File: src/rtl/burst_address_sequencer.sv
// Burst address sequencer: latches one SDRAM burst request, presents each beat address
// and steps it through the external combinational address core until the burst ends.
module burst_address_sequencer (
    input  logic       Clk,
    input  logic       RstN,
    input  logic       Start,
    input  logic [7:0] StartAddr,
    input  logic [2:0] SizeIn,
    input  logic       AddrMode,
    input  logic [2:0] BurstLengthConfig,
    input  logic       Ready,
    input  logic       Abort,
    output logic [7:0] AddrOut,
    output logic       AddrValid,
    output logic       Busy,
    output logic       BurstDone,
    output logic [7:0] CoreAddrIn,
    output logic [2:0] CoreSize,
    output logic       CoreMode,
    output logic [2:0] CoreBurstLength,
    input  logic [7:0] CoreAddrOut
);

    typedef enum logic {
        StIdle   = 1'b0,
        StActive = 1'b1
    } stateT;

    stateT      state;
    stateT      nextState;

    logic [7:0] addrReg;
    logic [7:0] beatCnt;
    logic [2:0] sizeReg;
    logic       modeReg;
    logic [2:0] blReg;

    logic       startAcc;
    logic       beatAcc;
    logic       lastBeat;
    logic       loadBurst;
    logic       advance;
    logic       validNext;
    logic       doneNext;

    // Remaining beats minus one for each burst-length code; code 7 is a full page.
    function automatic logic [7:0] beatsMinusOne(input logic [2:0] code);
        logic [7:0] cnt;
        case (code)
            3'd0:    cnt = 8'd0;
            3'd1:    cnt = 8'd1;
            3'd2:    cnt = 8'd3;
            3'd3:    cnt = 8'd7;
            3'd4:    cnt = 8'd15;
            3'd5:    cnt = 8'd31;
            3'd6:    cnt = 8'd63;
            default: cnt = 8'd255;
        endcase
        return cnt;
    endfunction

    // Abort takes priority over both a new request and a beat accepted in the same cycle.
    assign startAcc = (state == StIdle) && Start && !Abort;
    assign beatAcc  = (state == StActive) && Ready && !Abort;
    assign lastBeat = beatAcc && (beatCnt == 8'd0);

    // NOTE: non-blocking assignments in clocked blocks so every flop samples pre-edge values.
    always_ff @(posedge Clk) begin
        if (!RstN) begin
            state <= StIdle;
        end else begin
            state <= nextState;
        end
    end

    // NOTE: every signal written in a combinational block gets a default first, so no latch is inferred.
    always_comb begin
        nextState = state;
        case (state)
            StIdle: begin
                if (startAcc) begin
                    nextState = StActive;
                end
            end
            StActive: begin
                if (Abort || lastBeat) begin
                    nextState = StIdle;
                end
            end
            default: nextState = StIdle;
        endcase
    end

    always_comb begin
        loadBurst = 1'b0;
        advance   = 1'b0;
        validNext = 1'b0;
        doneNext  = 1'b0;
        case (state)
            StIdle: begin
                loadBurst = startAcc;
                validNext = startAcc;
            end
            StActive: begin
                advance   = beatAcc && (beatCnt != 8'd0);
                validNext = !Abort && !lastBeat;
                doneNext  = lastBeat;
            end
            default: ;
        endcase
    end

    // Status outputs are registered from the decoded next state so they never glitch.
    always_ff @(posedge Clk) begin
        if (!RstN) begin
            addrReg   <= 8'd0;
            beatCnt   <= 8'd0;
            sizeReg   <= 3'd0;
            modeReg   <= 1'b0;
            blReg     <= 3'd0;
            AddrValid <= 1'b0;
            Busy      <= 1'b0;
            BurstDone <= 1'b0;
        end else begin
            if (loadBurst) begin
                addrReg <= StartAddr;
                beatCnt <= beatsMinusOne(BurstLengthConfig);
                sizeReg <= SizeIn;
                modeReg <= AddrMode;
                blReg   <= BurstLengthConfig;
            end else if (advance) begin
                addrReg <= CoreAddrOut;
                beatCnt <= beatCnt - 8'd1;
            end
            AddrValid <= validNext;
            Busy      <= validNext;
            BurstDone <= doneNext;
        end
    end

    // The core sees only latched configuration, so input changes mid-burst are harmless.
    assign AddrOut         = addrReg;
    assign CoreAddrIn      = addrReg;
    assign CoreSize        = sizeReg;
    assign CoreMode        = modeReg;
    assign CoreBurstLength = blReg;

endmodule

File: config.mk
export PLATFORM = sky130hd
export DESIGN_NAME = burst_address_sequencer
export DESIGN_NICKNAME = d
export VERILOG_FILES = /design/src/rtl/burst_address_sequencer.sv
export SDC_FILE = /design/constraint.sdc
export NUM_CORES = 1
export LEC_CHECK = 0
export BUFFER_PORTS_ARGS = -buffer_cell sky130_fd_sc_hd__buf_2
export CORE_ASPECT_RATIO = 1.1
export CORE_MARGIN = 2
export CORE_UTILIZATION = 35
export DETAILED_ROUTE_END_ITERATION = 6
export GPL_ROUTABILITY_DRIVEN = 0
export RECOVER_POWER = 25
export SYNTH_ARGS = -nofsm -noshare
export SYNTH_HDL_FRONTEND = slang
export SYNTH_SLANG_ARGS = --single-unit
export TNS_END_PERCENT = 50
File: constraint.sdc
create_clock -name Clk -period 3.94 [get_ports Clk]
set_input_delay 0.197 -clock Clk [delete_from_list [all_inputs] [get_ports Clk]]
set_output_delay 0.197 -clock Clk [all_outputs]
set_load 0.01 [all_outputs]
==> results of run 1 <==
==> cells by family (layout without fill, tap and decap cells) <==
logic type | Yosys count | after routing | synth area share
simple gates | 48 | 48 | 0.1977
flops | 25 | 25 | 0.3766
xor+xnor | 2 | 2 | 0.01319
buf+inv | 23 | 61 | 0.1017
compound gates | 42 | 42 | 0.2241
mux | 9 | 9 | 0.06780
fa+ha+maj | 2 | 2 | 0.01883
==> state kept, by name, indices dropped and copies added, names as in the netlist <==
| name | count |
|---|---|
| AddrOut | 8 |
| BurstDone | 1 |
| CoreMode | 1 |
| state | 1 |
| beatCnt | 8 |
| CoreSize | 3 |
| CoreBurstLength | 3 |
==> power by group <==
group	total (uW)	internal, uW	leakage (uW)	switching (uW)
Sequential	285	270	0.000205	15.6
Clock	154	72.4	0.0000228	81.2
Combinational	122	56.7	0.000503	65.7
==> layout by cell type, fill, tap and decap left out, types with 2 or more instances in the layout <==
cell type,instances
a21oi_1,9
nand3_1,5
and3_1,3
o21ai_1,5
nor3_1,3
mux2i_1,9
o211a_1,8
inv_1,3
buf_2,41
nor2_1,4
clkbuf_1,13
a31oi_1,2
o21ai_0,6
xor2_1,2
clkbuf_8,3
dfxtp_1,25
nand2_1,20
or3_1,2
a21boi_0,2
ha_1,2
==> metal layers <==
metal | vias to the layer above | global-route usage
met3 | 4 | 0.02922
met4 | 0 | 0.05833
met5 | - | 0
met2 | 39 | 0.2594
met1 | 545 | 0.1698
li1 | 612 | -
==> cell type report <==
class                   count  area, um2
fillers                   373       2079
multi-input cells         103      698.2
flip-flops and latches     25      500.5
repair buffers             54      257.7
well taps                  50      62.56
clock buffers               4      45.04
inverters                   3      11.26
==> worst paths after layout <==
kind                      start                  to  slack [ns]  depth (start not counted)
max                  beatCnt[0]          beatCnt[1]        2.04                          6
min                    AddrMode            CoreMode        0.17                          3
max reg2reg          beatCnt[0]          beatCnt[1]        2.04                          6
min reg2reg  CoreBurstLength[1]  CoreBurstLength[1]        0.46                          2
==> through the flow <==
stage	setup WS (ns)	total power, uW	std cells	utilization	hold slack [ns]
finish	2.044	561.3	239	0.4310	0.1690
global route	1.827	593.9	239	0.4310	0.1777
CTS	2.046	569.6	239	0.4351	0.1590
detailed placement	2.069	415.7	235	0.4228	0.4467
global placement	2.120	412.0	235	0.4228	0.4398
floorplan	2.377	380.1	151	-	0.3330
==> tightest hold or removal path, delay by kind of cell <==
kind | cells | cell delay [ns]
buf+inv | 1 | 0.10
simple gates | 1 | 0.04
compound gates | 1 | 0.05
==> qor.yml, run 1 <==
grt:
  grt_remaining_overflow: 0
  gr-usage-all-layers: 0.1436
  grt_pass1_vias: 1068
  grt_pass1_wl_mm: 4.871
  grt_max_degree: 31
  antenna_found_initial: 0
cts:
  cts_hold_buf: 0
  post_cts_buffers: 0
  cts_sinks: 25
  cts.htree.levels: 1
  cts-root-buf: "clkbuf_8"
  clockBufferDepth: 2
  cts_tree: "yes"
  clk_latency_ns: 0.27
  clk_pin_slew_ns: 0.09
  cts_resized: 0
  cts_made_buffers: 3
synthesis:
  yosys_warnings: 0
  synthFlopType: "dfxtp_1"
  synth.cell_area_um2: 1329
  yosys-top-cells-count: "dfxtp_1, nand2_1, a21oi_1, buf_4, mux2i_1"
  synth_area_per_cell_um2: 8.800
  yosysTopAreaCell: "dfxtp_1"
  ys_ff_latch: 25
  syn-instance-count: 151
  ys_seq_area_frac: 0.3766
  synth_most_common_cell: "dfxtp_1"
  yosysUniqueCellTypes: 41
  netlist.area_leader.share: 0.3766
  synth_edf_count: 0
  async_flop_share: 0
  netlist_top_cells_area: "dfxtp_1, mux2i_1, o211a_1, nand2_1, buf_4"
  syn_nets: 181
floorplan:
  die_w_um: 62.75
  die_area_um2: 4306
  die_h_um: 68.63
  rows: 23
  ios: 54
  initial_core_util: 0.3636
  core_area_um2: 3655
timing:
  maxClockFrequency_ghz: 0.5275
  setup_violations: 0
  rsz0062_at_grt: "no"
  worst_pin_slew_ns: 0.6556
  slew_violations: 0
  period_needed_ns: 1.896
  skew_ns: 0.001924
  tns_ns: 0
  hold_viol_final: 0
  max_slew_margin: 0.5630
  fin_crit_sh: 0.4812
route:
  first_pass_iters: 6
  vias: 1200
  met1Wirelength_mm: 1.263
  wl_met3_um: 174
  drt_wl_total_mm: 3.028
  drc: 0
  vias_per_cell: 5.021
  wl_met2_mm: 1.559
  wl_per_cell_um: 12.67
  dr.max_layer_used: "met4"
  ant_nets: 0
  drtIter0Drc: 29
worst_setup_path:
  cp.required_ns: 4.15
  path_delay_family: "simple AND/OR/NAND/NOR gates"
  cpMaxStageDelayCell: "a21boi_2"
  critPathMaxStageDelay_ns: 0.41
  crit_fanout: 13
  worst-path-buf-inv: 1
  path_class: "flip-flop to flip-flop"
  cp_cell_sequence: "inv_1, ha_1, nor3b_1, a21boi_2, or2_1, mux2i_1"
  endpoint_kind: "flip-flop"
  startpoint_type: "flip-flop"
  cp_data_arrival_time_ns: 2.10
min_path:
  hp-class: "input pin to flip-flop"
final_layout:
  area_growth_pct: 18.55
  diodes: 0
  fin_nets: 220
  final_area_um2: 1575
  layout-drive-gt1-share: 0.2698
place:
  port_buffers: 53
  placed_area_um2: 1545
  dp_hpwl_mm: 2.238
flow_run:
  drv_cap: 0
outcome:
  status: "finished, final reports clean"
power_and_ir_drop:
  power.density_nw_per_um2: 356.3
  peakVddDrop_mv: 0.1598
  power_leakage_uw: 0.0007306
Power figures use the tool's default switching activity.
==> run 2, diff against run 1 <==
--- a/config.mk
+++ b/config.mk
@@ -5,6 +5,7 @@
 export SDC_FILE = /design/constraint.sdc
 export NUM_CORES = 1
 export LEC_CHECK = 0
+export ABC_AREA = 1
 export BUFFER_PORTS_ARGS = -buffer_cell sky130_fd_sc_hd__buf_2
 export CORE_ASPECT_RATIO = 1.1
 export CORE_MARGIN = 2
==> constraint.sdc (replaced) <==
create_clock -name Clk -period 1.9 [get_ports Clk]
set_input_delay 0.095 -clock Clk [delete_from_list [all_inputs] [get_ports Clk]]
set_output_delay 0.095 -clock Clk [all_outputs]
set_load 0.01 [all_outputs]
==> run 2 against run 1 <==
- die area up 5.6%
- combinational power rose to 2.7 times the previous value
- sequential share of layout area down 1.7 points
- critical path type unchanged
- highest routed layer unchanged
==> qor.yml, run 2 <==
synthesis:
  syn_nets: 243  # +34%
  synthXorXnorAreaFrac: 0  # -0.01318
  synthAdderAreaFrac: 0.01776  # -0.001070
  synth_most_common_cell: "nand2_1"
  yosys_warnings: 0  # unchanged
  yosysUniqueCellTypes: 22  # -46%
  synth_area_per_cell_um2: 6.614  # -25%
  async_flop_share: 0  # unchanged
  ys_seq_area_frac: 0.3552  # -0.02141
  yosysTopAreaCell: "dfxtp_1"
  synthFlopType: "dfxtp_1"
  netlist_top_cells_area: "dfxtp_1, nand2_1, nor2_1, buf_4, o21ai_0"
  ys_ff_latch: 25  # unchanged
  yosys-mux-area-fraction: 0  # -0.06780
  yosys-top-cells-count: "nand2_1, nor2_1, dfxtp_1, inv_1, o21ai_0"
  netlist.area_leader.share: 0.3552  # -0.02141
  synth_top_family_by_area: "simple AND/OR/NAND/NOR gates"
  synth.cell_area_um2: 1409  # +6.0%
  syn-instance-count: 213  # +41%
  synth-simple-area-share: 0.3845  # +0.1868
  synth_compound_area_frac: 0.1190  # -0.1051
  synth_edf_count: 0  # unchanged
final_layout:
  fin_nets: 286  # +30%
  final_common_cell: "nand2_1"
  layout_common_cells: "nand2_1, nor2_1, buf_2, dfxtp_1, inv_1"
  final_area_um2: 1663  # +5.6%
  final_core_util: 0.4260  # -0.005055
  area_growth_pct: 18.03
  fillCellCount: 439  # +18%
  layout-drive-gt1-share: 0.2275  # -0.04239
  diodes: 0  # unchanged
min_path:
  min-delay-start: "AddrMode"
  hp-class: "input pin to flip-flop"
power_and_ir_drop:
  clkPwrFrac: 0.262  # -0.012
  swShare: 0.3316  # +0.04194
  power_leakage_uw: 0.0008485  # +16%
  p_int_uw: 841.4  # +110%
  seqPwrFrac: 0.474  # -0.034
  power_frac_comb: 0.264  # +0.046
  peakVddDrop_mv: 0.3531  # +120%
  power.density_nw_per_um2: 757.0  # +110%
  switching_power_uw: 417.4  # +160%
grt:
  gr-max-usage-layer: "met2"
  grt_max_degree: 20  # -35%
  met1_usage: 0.2006  # +0.03079
  grt_pass1_vias: 1250  # +17%
  gr-usage-all-layers: 0.1524  # +0.008792
  grt_util_met2: 0.2616  # +0.002165
  antenna_found_initial: 0  # unchanged
  grt_use_met3: 0.02067  # -0.008553
  grt_pass1_wl_mm: 5.547  # +14%
  grt_remaining_overflow: 0  # unchanged
route:
  drc: 0  # unchanged
  drt_wl_total_mm: 3.343  # +10%
  ant_nets: 0  # unchanged
  wl_per_cell_um: 10.89  # -14%
  vias_per_cell: 4.407  # -12%
  vias: 1353  # +13%
  first_pass_iters: 4  # -2
  drtIter0Drc: 76  # +160%
cts:
  clk_latency_ns: 0.27  # about the same
  clockBufferDepth: 2  # unchanged
  cts_tree: "yes"
  cts.htree.levels: 1  # unchanged
  post_cts_buffers: 0  # unchanged
  cts-root-buf: "clkbuf_8"
  cts_hold_buf: 0  # unchanged
  cts_made_buffers: 3  # unchanged
  cts_resized: 0  # unchanged
  cts_sinks: 25  # unchanged
  clk_pin_slew_ns: 0.10  # about the same
timing:
  worst_pin_slew_ns: 0.3905  # -0.2650 ns
  maxClockFrequency_ghz: 0.6786  # +29%
  max_slew_margin: 0.7393  # +0.1763
  slew_violations: 0  # unchanged
  holdWs_ns: 0.07304  # -0.09593 ns
  finalWorstSetupSlack_ns: 0.4264  # -1.618 ns
  fin_crit_sh: 0.7756  # +0.2944
  hold_viol_final: 0  # unchanged
  setup_violations: 0  # unchanged
  period_needed_ns: 1.474  # -0.4223 ns
  tns_ns: 0  # unchanged
  rsz0062_at_grt: "no"
  skew_ns: 0.003607  # +0.001683 ns
place:
  dp_hpwl_mm: 2.404  # +7.4%
  port_buffers: 53  # unchanged
  preCtsSetupSlack_ns: 0.4332  # -1.636 ns
  placed_area_um2: 1629  # +5.4%
floorplan:
  die_w_um: 64.49  # +2.8%
  initial_core_util: 0.3609  # -0.002677
  core_area_um2: 3904  # +6.8%
  die_area_um2: 4549  # +5.6%
  die_h_um: 70.54  # +2.8%
  rows: 24  # +4.3%
  ios: 54  # unchanged
worst_setup_path:
  r2r-start: "beatCnt[0]"
  cp_data_arrival_time_ns: 1.68  # -0.42 ns
  path_class: "flip-flop to flip-flop"
  startpoint_type: "flip-flop"
  endpoint_kind: "flip-flop"
  crit_fanout: 12  # -1
  cp.required_ns: 2.11  # -2.04 ns
  startpoint: "beatCnt[0]"
flow_run:
  drv_cap: 0  # unchanged
outcome:
  status: "finished, final reports clean"
-- run 2: cell count changes after synthesis, sizes merged, moves of 3 or more --
cell / change
nor2: +53
nand2: +38
inv: +12
o21ai: +10
mux2i: -9
o211a: -8
a21boi: -4
and3: -3
buf: -3
nand3: +3
-- run 2: worst paths after layout --
check | end | slack (ns) | cells after the start
min | CoreMode | 0.07 | 3
max reg2reg | beatCnt[2] | 0.43 | 8
max | beatCnt[2] | 0.43 | 8
min reg2reg | CoreBurstLength[1] | 0.48 | 2
-- run 2: metal layers --
layer  part of all wire  vias to the layer above
met3              0.044                        2
met2               0.46                       33
li1                   -                      738
met1               0.49                      580
met5                  0                        -
met4             0.0081                        0
-- run 2: kinds of logic after synthesis --
| kind of cell | after synthesis |
|---|---|
| buf+inv | 31 |
| flops | 25 |
| simple gates | 125 |
| fa+ha+maj | 2 |
| compound gates | 30 |
-- run 2: critical path: stages (launching register included) --
cell and delay, ns:
dfxtp_1 0.32, inv_1 0.10, ha_1 0.16, nand2_1 0.13
nor2_4 0.15, nor2_2 0.07, nor2_4 0.25, nand2_1 0.10
a21oi_1 0.12
-- run 2: cell type report --
class	instances	area, um2	area share
clock buffer	3	41.29	0.02483
clock inverter	1	7.507	0.004515
inverter	15	56.30	0.03386
multi-input combinational	157	734.5	0.4417
sequential	25	500.5	0.3010
tap	52	65.06	0.03913
timing repair buffer	54	257.7	0.1550
-- run 2: power by group through the flow --
stage	logic (uW)	registers (uW)	clock network (uW)
after global placement	335	608	0
final	332	597	330
after CTS	341	597	344
after floorplan	246	616	0
after global routing	383	602	358
after detailed placement	338	608	0
-- run 2: stage by stage --
step	instances	total power [uW]
2_1_floorplan	213	861.9
3_3_place_gp	303	943.6
3_5_place_dp	303	946.5
4_1_cts	307	1282
5_1_grt	307	1343
6_report	307	1259
==> run 3, diff against run 2 <==
--- a/config.mk
+++ b/config.mk
@@ -5,7 +5,7 @@
 export SDC_FILE = /design/constraint.sdc
 export NUM_CORES = 1
 export LEC_CHECK = 0
-export ABC_AREA = 1
+export ABC_AREA = 0
 export BUFFER_PORTS_ARGS = -buffer_cell sky130_fd_sc_hd__buf_2
 export CORE_ASPECT_RATIO = 1.1
 export CORE_MARGIN = 2
==> constraint.sdc (replaced) <==
create_clock -name Clk -period 1.3 [get_ports Clk]
set_input_delay 0.065 -clock Clk [delete_from_list [all_inputs] [get_ports Clk]]
set_output_delay 0.065 -clock Clk [all_outputs]
set_load 0.01 [all_outputs]
==> run 3 against run 2 <==
- the run now ends with setup timing left
- design area rose by 9.5%
- clock-buffer cell count unchanged
- sequential power rose by 45%
- global-route usage increased by 0.67 points
- critical path type unchanged
- setup slack worse by 0.61 ns
- register-to-register slack worse by 0.61 ns
- sequential share of layout area down 2.1 points
- clock power up 45%
- clock skew shrank 0.0012 ns
==> qor.yml, run 3 (synthesis gave the netlist of run 1 again) <==
outcome:
  status: "finished, violations left"
  violations: "setup timing"
timing:
  period_needed_ns: 1.482  # +0.008888 ns
  setup_violations: 17  # +17
  slew_violations: 0  # unchanged
  max_slew_margin: 0.7570  # +0.01772
  skew_ns: 0.002443  # -0.001163 ns
  worst_pin_slew_ns: 0.3645  # -0.02602 ns
  rsz0062_at_grt: "yes"
  hold_viol_final: 0  # unchanged
  fin_crit_sh: 1.140  # +0.3648
  holdWs_ns: 0.02571  # -0.04733 ns
  finalWorstSetupSlack_ns: -0.1825  # -0.6089 ns
  maxClockFrequency_ghz: 0.6746  # -0.60%
final_layout:
  final_core_util: 0.4981  # +0.07215
  layout_common_cells: "buf_2, dfxtp_1, nand2_1, buf_4, a21oi_1"
  diodes: 0  # unchanged
  area_growth_pct: 37.01
  final-seq-area_um2: 509.2  # +1.7%
  final_area_um2: 1821  # +9.5%
  fillCellCount: 382  # -13%
  fin_nets: 240  # -16%
  multi_input_area_um2: 759.5  # +3.4%
  final_common_cell: "buf_2"
  layout-drive-gt1-share: 0.4450  # +0.2175
worst_setup_path:
  crit_fanout: 4  # -8
  r2r-end: "beatCnt[7]"
  r2r-start: "beatCnt[5]"
  cp.required_ns: 1.50  # -0.61 ns
  cp_data_arrival_time_ns: 1.69  # about the same
  startpoint_type: "flip-flop"
  endpoint_kind: "flip-flop"
  rrSetupSlack_ns: -0.18  # -0.61 ns
  rr_worst_depth: 5  # -3
  path_class: "flip-flop to flip-flop"
grt:
  gr-usage-all-layers: 0.1591  # +0.006697
  grt_max_degree: 22  # +10%
  antenna_found_initial: 0  # unchanged
  grt_pass1_wl_mm: 5.319  # -4.1%
  grt_pass1_vias: 1216  # -2.7%
  grt_remaining_overflow: 0  # unchanged
floorplan:
  initial_core_util: 0.3636  # +0.002677
  die_w_um: 62.75  # -2.7%
  core_area_um2: 3655  # -6.4%
  die_area_um2: 4306  # -5.3%
  die_h_um: 68.63  # -2.7%
  rows: 23  # -4.2%
  ios: 54  # unchanged
min_path:
  min_delay_path_depth: 3  # unchanged
  hold_end: "CoreSize[1]"
  min-delay-start: "SizeIn[1]"
  hp-class: "input pin to flip-flop"
power_and_ir_drop:
  power.density_nw_per_um2: 1011  # +34%
  peakVddDrop_mv: 0.4235  # +20%
  power_leakage_uw: 0.0008671  # +2.2%
place:
  dp_hpwl_mm: 2.505  # +4.2%
  port_buffers: 53  # unchanged
  placed_area_um2: 1729  # +6.1%
route:
  vias: 1288  # -4.8%
  drc: 0  # unchanged
  drtIter0Drc: 29  # -62%
  first_pass_iters: 4  # unchanged
  ant_nets: 0  # unchanged
  drt_wl_total_mm: 3.344  # about the same
  wl_per_cell_um: 12.91  # +19%
  vias_per_cell: 4.973  # +13%
cts:
  cts-root-buf: "clkbuf_8"
  clockBufferDepth: 2  # unchanged
  post_cts_buffers: 0  # unchanged
  cts_made_buffers: 3  # unchanged
  cts_tree: "yes"
  clk_latency_ns: 0.28  # about the same
  cts_hold_buf: 0  # unchanged
  cts.htree.levels: 1  # unchanged
  cts_sinks: 25  # unchanged
  clk_pin_slew_ns: 0.09  # about the same
flow_run:
  drv_cap: 0  # unchanged
==> run 3: changes by cell type in the layout (fill, tap and decap cells not counted), sizes merged, moves of 8 or more <==
cell   delta
nor2     -53
o211a     +8
mux2i     +9
nand2    -38
inv      -12
buf      +24
o21ai    -10
==> run 3: timing repair <==
action,CTS,global route
endpoints found under the setup margin,21,23
gates resized for setup,9,8
pin swaps,5,3
==> run 3: worst max-delay path by stage <==
stage          startpoint          to
2_1_floorplan       state  AddrOut[0]
3_3_place_gp   beatCnt[1]  AddrOut[1]
3_5_place_dp   beatCnt[1]  AddrOut[2]
4_1_cts        beatCnt[3]  beatCnt[7]
5_1_grt        beatCnt[5]  beatCnt[7]
6_report       beatCnt[5]  beatCnt[7]
==> run 3: worst max-delay path, cell delays in order, from the launching register on <==
cell	delay [ns]
dfxtp_4	0.37
nor4_4	0.30
buf_4	0.16
nand4b_1	0.11
or3_1	0.33
a31oi_1	0.14
==> run 3: cell type report <==
class / instances / share of cell area
inverter: 3 / 0.006186
clock buffer: 3 / 0.02268
multi-input combinational: 103 / 0.4172
timing repair buffer: 74 / 0.2371
tap: 50 / 0.03436
sequential: 25 / 0.2797
clock inverter: 1 / 0.002749
==> run 3: per-layer routing <==
| metal | vias to the layer above | part of all wire | global-route usage |
|---|---|---|---|
| met4 | 0 | 0.016 | 0.07500 |
| met5 | - | 0 | 0 |
| met1 | 597 | 0.42 | 0.1693 |
| met3 | 4 | 0.044 | 0.02110 |
| li1 | 655 | - | - |
| met2 | 32 | 0.51 | 0.3172 |
==> run 3: stage by stage <==
step                      total power (uW)  setup TNS (ns)  instances  setup slack, ns
after floorplan                       1182          -1.566        151          -0.1447
after global placement                1340          -2.625        255          -0.2146
after detailed placement              1356          -3.294        255          -0.2738
after CTS                             1853          -2.212        259          -0.1816
after global routing                  1947          -3.406        259          -0.2367
final                                 1841          -2.281        259          -0.1825
==> run 3: power by group <==
| group | leakage, uW | switching (uW) | internal, uW |
|---|---|---|---|
| Sequential | 0.000207 | 46.7 | 818 |
| Clock | 0.0000255 | 263 | 215 |
| Combinational | 0.000634 | 235 | 263 |
| Total | 0.000867 | 545 | 1300 |
